[config.mk]
export PLATFORM = sky130hd
export DESIGN_NAME = np_frame_sequencer
export DESIGN_NICKNAME = d
export VERILOG_FILES = /design/src/rtl/np_frame_sequencer.sv
export SDC_FILE = /design/constraint.sdc
export NUM_CORES = 1
export LEC_CHECK = 0
export CORE_MARGIN = 1
export CORE_UTILIZATION = 32
export DETAILED_ROUTE_END_ITERATION = 10
export GPL_TIMING_DRIVEN = 0
export PLACE_DENSITY_LB_ADDON = 0.1
export SYNTH_ARGS = -nofsm -noshare
export SYNTH_HDL_FRONTEND = slang
export SYNTH_SLANG_ARGS = --single-unit
[constraint.sdc]
create_clock -name pclk -period 19.7 [get_ports pclk]
set_input_delay 3.94 -clock pclk [delete_from_list [all_inputs] [get_ports pclk]]
set_output_delay 3.94 -clock pclk [all_outputs]
set_load 0.1 [all_outputs]
[src/rtl/np_frame_sequencer.sv]
// Pixel frame buffer and sequencer: holds up to NPIX GRB colours, scales them by a
// global brightness and streams one frame to the NeoPixel serializer per start command.
module np_frame_sequencer #(
    parameter int NPIX = 8
) (
    input  logic        pclk,
    input  logic        nreset,
    input  logic        bus_write_en,
    input  logic        bus_read_en,
    input  logic        fb_en,
    input  logic [7:0]  bus_addr,
    input  logic [31:0] bus_write_data,
    output logic [31:0] bus_read_data,
    output logic [23:0] pix_data,
    output logic        pix_valid,
    output logic        pix_last,
    input  logic        pix_ready,
    output logic        frame_done
);

    typedef enum logic [1:0] {IDLE, LOAD, OFFER, DONE} state_t;

    localparam logic [4:0] NPIX_LEN    = 5'(NPIX);
    localparam logic [5:0] NPIX_WORDS  = 6'(NPIX);
    localparam logic [5:0] ADDR_LEN    = 6'h10;
    localparam logic [5:0] ADDR_BRIGHT = 6'h11;
    localparam logic [5:0] ADDR_CTRL   = 6'h12;
    localparam logic [5:0] ADDR_STATUS = 6'h13;

    state_t      state, next_state;
    logic [23:0] pix_buf [16];
    logic [4:0]  len_q;
    logic [7:0]  bright_q;
    logic [3:0]  idx;
    logic        done_q;

    logic [5:0]  word;
    logic        wr_sel, rd_sel, cfg_open, busy;
    logic        pix_wr, len_wr, bright_wr, ctrl_wr;
    logic        start_cmd, clear_cmd, clear_done;
    logic [4:0]  len_in;
    logic [23:0] cur_pix;
    logic        idx_last, xfer;
    logic        unused_bits;

    assign word        = bus_addr[7:2];
    assign wr_sel      = bus_write_en & fb_en;
    assign rd_sel      = bus_read_en & fb_en;
    assign busy        = (state != IDLE);
    // The DONE cycle falls straight back to IDLE, so writes landing on it count as idle writes.
    assign cfg_open    = (state == IDLE) || (state == DONE);
    assign pix_wr      = wr_sel & cfg_open & (word < NPIX_WORDS);
    assign len_wr      = wr_sel & cfg_open & (word == ADDR_LEN);
    assign bright_wr   = wr_sel & cfg_open & (word == ADDR_BRIGHT);
    assign ctrl_wr     = wr_sel & (word == ADDR_CTRL);
    assign clear_cmd   = ctrl_wr & cfg_open & bus_write_data[1];
    assign start_cmd   = ctrl_wr & cfg_open & bus_write_data[0] & ~bus_write_data[1];
    assign clear_done  = ctrl_wr & bus_write_data[2];
    assign len_in      = bus_write_data[4:0];
    assign cur_pix     = pix_buf[idx];
    assign idx_last    = ({1'b0, idx} == (len_q - 5'd1));
    assign xfer        = pix_valid & pix_ready;
    assign pix_valid   = (state == OFFER);
    assign frame_done  = (state == DONE);
    assign unused_bits = ^{bus_addr[1:0], bus_write_data[31:24]};

    function automatic logic [7:0] scale8(input logic [7:0] c, input logic [7:0] b);
        logic [15:0] prod;
        prod = {8'h00, c} * ({8'h00, b} + 16'd1);
        return 8'(prod >> 8);
    endfunction

    always_ff @(posedge pclk or negedge nreset) begin
        if (!nreset) state <= IDLE;
        else         state <= next_state;
    end

    always_comb begin
        next_state = state;
        case (state)
            IDLE:    if (start_cmd) next_state = LOAD;
            LOAD:    next_state = OFFER;
            OFFER:   if (xfer) next_state = pix_last ? DONE : LOAD;
            DONE:    next_state = start_cmd ? LOAD : IDLE;
            default: next_state = IDLE;
        endcase
    end

    // idx returns to 0 on the last transfer so STATUS reads a clean index once the frame ends.
    always_ff @(posedge pclk or negedge nreset) begin
        if (!nreset) begin
            for (int i = 0; i < 16; i++) pix_buf[i] <= '0;
            len_q    <= NPIX_LEN;
            bright_q <= 8'hFF;
            idx      <= '0;
            done_q   <= 1'b0;
            pix_data <= '0;
            pix_last <= 1'b0;
        end else begin
            if (clear_cmd) begin
                for (int i = 0; i < 16; i++) pix_buf[i] <= '0;
            end else if (pix_wr) begin
                pix_buf[word[3:0]] <= bus_write_data[23:0];
            end
            if (len_wr)
                len_q <= ((len_in == 5'd0) || (len_in > NPIX_LEN)) ? NPIX_LEN : len_in;
            if (bright_wr)
                bright_q <= bus_write_data[7:0];
            if (state == DONE)
                done_q <= 1'b1;
            else if (clear_done)
                done_q <= 1'b0;
            if (start_cmd) begin
                idx <= '0;
            end else if (state == LOAD) begin
                pix_data <= {scale8(cur_pix[23:16], bright_q),
                             scale8(cur_pix[15:8], bright_q),
                             scale8(cur_pix[7:0], bright_q)};
                pix_last <= idx_last;
            end else if ((state == OFFER) && xfer) begin
                idx <= pix_last ? 4'd0 : idx + 4'd1;
            end
        end
    end

    always_comb begin
        bus_read_data = '0;
        if (rd_sel) begin
            if (word < NPIX_WORDS) begin
                bus_read_data = {8'h00, pix_buf[word[3:0]]};
            end else begin
                case (word)
                    ADDR_LEN:    bus_read_data = {27'b0, len_q};
                    ADDR_BRIGHT: bus_read_data = {24'b0, bright_q};
                    ADDR_STATUS: bus_read_data = {26'b0, done_q, busy, idx};
                    default:     bus_read_data = '0;
                endcase
            end
        end
    end

endmodule

# Word level (Yosys, flattened, before mapping)
# Cells that the tools add are included.
# op_classes
add_sub_neg,3
mul,3
magnitude_cmp,5
eq_ne,11
n_mux,26
bitwise_logic,17
n_reduce_logical,13
# ops
op,count
$mux W384,2
$bwmux W384,1
$bmux W24 S4,2
$mux W24,5
$demux W24 S4,1
$mux W32,2
$mul A8 B16 Y16,2
$eq A6 B5 Y1 const B,4
$pmux W8 S3,1
$mul A8 B9 Y16,1
$mux W4,4
$and A1 B1 Y1,13
$ge A5 B5 Y1 const B,2
$not A4 Y5,2
$add A8 B1 Y9 const B,1
$pmux W2 S4,1
$reduce_bool A2 Y1,4
$lt A6 B4 Y1 const B,1
$mux W2,3
$reduce_and A2 Y1,3
$eq A4 B5 Y1,1
$gt A5 B4 Y1 const B,1
$logic_not A5 Y1,1
$lt A5 B1 Y1 const B,1
other kinds (12),19
# word_totals
reg_bits,429
input_bits,46
out_inout_bits,59
wordCells,101

# Depth between registers and ports, before layout
# logic_depth
word_depth,8
mapped_depth,27
ltp_nobuf,22

# Worst setup path after synthesis
# Ideal clock, no wire load.
# synth_timing
path_type,input to output
from,in bus_addr[3]
to,out bus_read_data[0]
arrival_time_ns,6.862
t_required_ns,15.760
slack_ns,8.898
cell_stages,7
path_buffers,4
cell_sequence,buf_2 clkbuf_1 clkbuf_1 clkbuf_1 mux4_2 mux2i_1 a21oi_1
# synth_between
elab_chain_len,6
word_cells_on_any_way,11
cone_classes,order compare: 1; eq/ne: 3; mux: 6; bitwise: 1
# synth_lines
element,line_no,source
from (decl),11,"input logic [7:0] bus_addr,"
$not A4 Y5 (not written as such),130,"bus_read_data = {8'h00, pix_buf[word[3:0]]};"
$bmux W24 S4,130,
$mux W24 (not written as such) (2 in series),130,
$mux W32 (*),129,if (word < NPIX_WORDS) begin
$mux W32 (*),128,if (rd_sel) begin
to (decl),13,"output logic [31:0] bus_read_data,"
# Mark *: on every way between the ends. The rest lies on a longest branch, timed or not. The select of a mux whose other input is x is not followed.

# Final worst setup path
# layout_timing
from,in bus_addr[5]
to,out bus_read_data[2]
# The elaborated chain is that of the path after synthesis.

==> flow_summary.ini <==
[cells_and_area]
seqCellArea_sq_um = 10700
area_growth_syn_to_layout_pct = 14.4
nets = 2827
fin_cells = 3754
layout-drive-gt1-share_pct = 15.9
multi_input_area_sq_um = 15800
fill_cells = 8552
finish.utilization_pct = 36.9

[synthesis]
yosysWarnings = 0
ys_top_cells_by_area = dfrtp_1 38%, mux4_2 16%, fa_1 8.6%
synth-async-reset-ratio_pct = 100
syn_area_sq_um = 28000
yosysMostFrequentCell = dfrtp_1
synth_top_area_share_pct = 37.6
synth_top_area_cell = dfrtp_1
synthCells = 2427
ys_seq_area_share_pct = 38.4
synth_commonest_cells = 420 x dfrtp_1, 333 x nor2_1, 209 x nor2b_1, 204 x mux4_2, 186 x mux2i_1
ys_types = 70
syn_avg_cell_area_sq_um = 11.5
ys_seq_elements = 429
synth-edff-count = 0
synthFlopType = dfrtp_1

[route]
wl_per_cell_um = 27.2
viasPerCell = 5.29
drc = 0
drt_iter0_drc = 1537
dr.pass1.iters = 5
drtAntennaViolNets = 0
vias = 19800
wl_um = 102000

[floorplanning]
die_w_um = 298
io_pins = 105
core_area_sq_um = 86600
num_rows = 108
dieHeight_um = 298
dieArea_sq_um = 88500
start_util_pct = 32.3

[worst_setup_path]
end_kind = output pin
cp.required_ns = 15.76
cp_max_fo = 10
r2r_end = pix_data[14]
rr_worst_depth = 24
cp_cell_sequence = clkdlybuf4s50_1 > nor3_1 > and3_1 > clkbuf_1 > clkbuf_1 > a21oi_1 > a21oi_1 > clkdlybuf4s50_1
path_class = input pin to output pin
worstSetupStartpointType = input pin
rr_startpoint = idx[1]
crit_path_top_delay_cell = clkdlybuf4s50_1
endpoint = bus_read_data[2]
crit_start = bus_addr[5]
rrSetupSlack_ns = 10.49
critical_path_arrival_ns = 8.51
crit_path_max_incr_delay_ns = 1.21

[clock_network]
cts.sinks = 429
postCtsHoldBufs = 0
cts-root-buf = clkbuf_16
cts_tree = built
postCtsSetupRepairBufs = 0
cts_made_buffers = 53
ctsResizeCount = 0
clkTransAtPathRegs_ns = 0.05
clock_path_buffers = 3
worstSkewPairLatency_ns = 0.63
h-tree-depth = 2

[sta]
fin_crit_ns = 12.45
slew_headroom_pct = 6.46
rsz0062_at_grt = no
finalCritPeriodShare_pct = 63.2
fmax_mhz = 80.3
setup_tns_ns = 0
finClkSkew_ns = 0.0257
hold_violations = 0
setup_violations = 0
holdWs_ns = 0.476
slew_violations = 0
setup_ws_ns = 7.25
worst_slew_pin_slew_ns = 1.40

[placement]
dp_slack_ns = 7.26
gp_congestion = 0.874
port_buffers = 63
dpl.cell_count = 3658
hpwl_um = 75200

[outcome]
status = finished clean

[grt]
grt_pass1_vias = 21000
grt_pass1_wl_um = 150000
grt_usage_pct = 23.3
antenna_found_initial = 4
grt_max_degree = 116
grt.overflow.total = 0

[power_and_ir_drop]
leakage_nw = 15.5
ir_worst_vdd_mv = 0.0805
power_density_nw_per_um2 = 93.6

[min_path]
worstHoldPathType = flip-flop to flip-flop

[job]
maxCapViolCount = 0
[cell usage in the layout, fill, tap and decap left out, types with 8 or more instances in the layout]
cell and instances:
fa_1 120, a21oi_1 31, dfstp_2 9, buf_4 15, clkbuf_1 134, buf_2 25, mux4_2 204, inv_1 174
nor2b_1 209, xor2_1 11, clkbuf_8 10, nand2b_1 24, clkdlybuf4s50_1 62, o21ai_0 18, xnor2_1 28, conb_1 8
clkbuf_16 53, nand2_1 131, o21ai_1 19, clkinv_2 10, nor2_1 333, nor3_1 8, or2_2 26, mux2i_1 186
a22o_1 26, and2_1 26, ha_1 103, nand3_1 36, mux2_2 26, buf_1 13, dfrtp_1 420, a21o_1 8
[power breakdown]
part	internal [mW]	switching [mW]	leakage [nW]
logic	0.325	0.649	8.75
registers	0.952	0.0645	5.90
clock network	0.586	0.418	0.861
[logic make-up after synthesis]
| family | synth area share (%) |
|---|---|
| buf+inv | 5.17 |
| simple gates | 14.3 |
| xor+xnor | 1.22 |
| mux | 24.2 |
| other cells | 0.0134 |
| fa+ha+maj | 13.2 |
| compound gates | 3.49 |
| flops | 38.4 |
[metal layers]
| metal | up-vias | routed length, um | track usage [%] |
|---|---|---|---|
| met1 | 10500 | 44500 | 31.3 |
| li1 | 8529 | - | - |
| met4 | 4 | 3250 | 7.47 |
| met2 | 605 | 49200 | 38.8 |
| met3 | 160 | 5210 | 3.44 |
| met5 | - | 22 | 0 |
[final cells by class]
| class | instances | share of cell area [%] |
|---|---|---|
| diodes | 2 | 0.0157 |
| plain buffers | 178 | 2.48 |
| clock buffers | 75 | 4.72 |
| clock inverters | 19 | 0.763 |
| inverters | 175 | 2.05 |
| multi-input cells | 1652 | 49.5 |
| flip-flops and latches | 429 | 33.6 |
| well taps | 1155 | 4.52 |
| repair buffers | 69 | 2.38 |
[state kept, by name, summed over array words and instances, names as in the netlist]
register	cells
pix_data	24
state	2
bright_q	8
pix_last	1
pix_buf	384
len_q	5
idx	4
done_q	1
[per-stage QoR]
| step | total power, mW | instance area, sq um |
|---|---|---|
| finish | 2.99 | 32000 |
| global route | 3.13 | 32000 |
| CTS | 3.03 | 32000 |
| detailed placement | 2.01 | 30200 |
| global placement | 2.00 | 30100 |
| floorplan | 1.64 | 28000 |
[how the worst min path moves through the flow]
stage                         to  cells past startpoint          from  slack (ns)
floorplan                 done_q                      2        done_q        0.44
global placement    pix_data[20]                      2  pix_data[20]        0.46
detailed placement  pix_data[20]                      2  pix_data[20]        0.46
CTS                 pix_data[20]                      2  pix_data[20]        0.48
global route        pix_data[21]                      1  pix_data[21]        0.51
finish              pix_data[21]                      1  pix_data[21]        0.48
[critical path, delay by kind of cell]
family	cells	cell delay [ns]
compound gates	2	0.45
buf+inv	4	2.87
simple gates	2	1.24
Note: power is estimated with default switching activity, not from simulation.
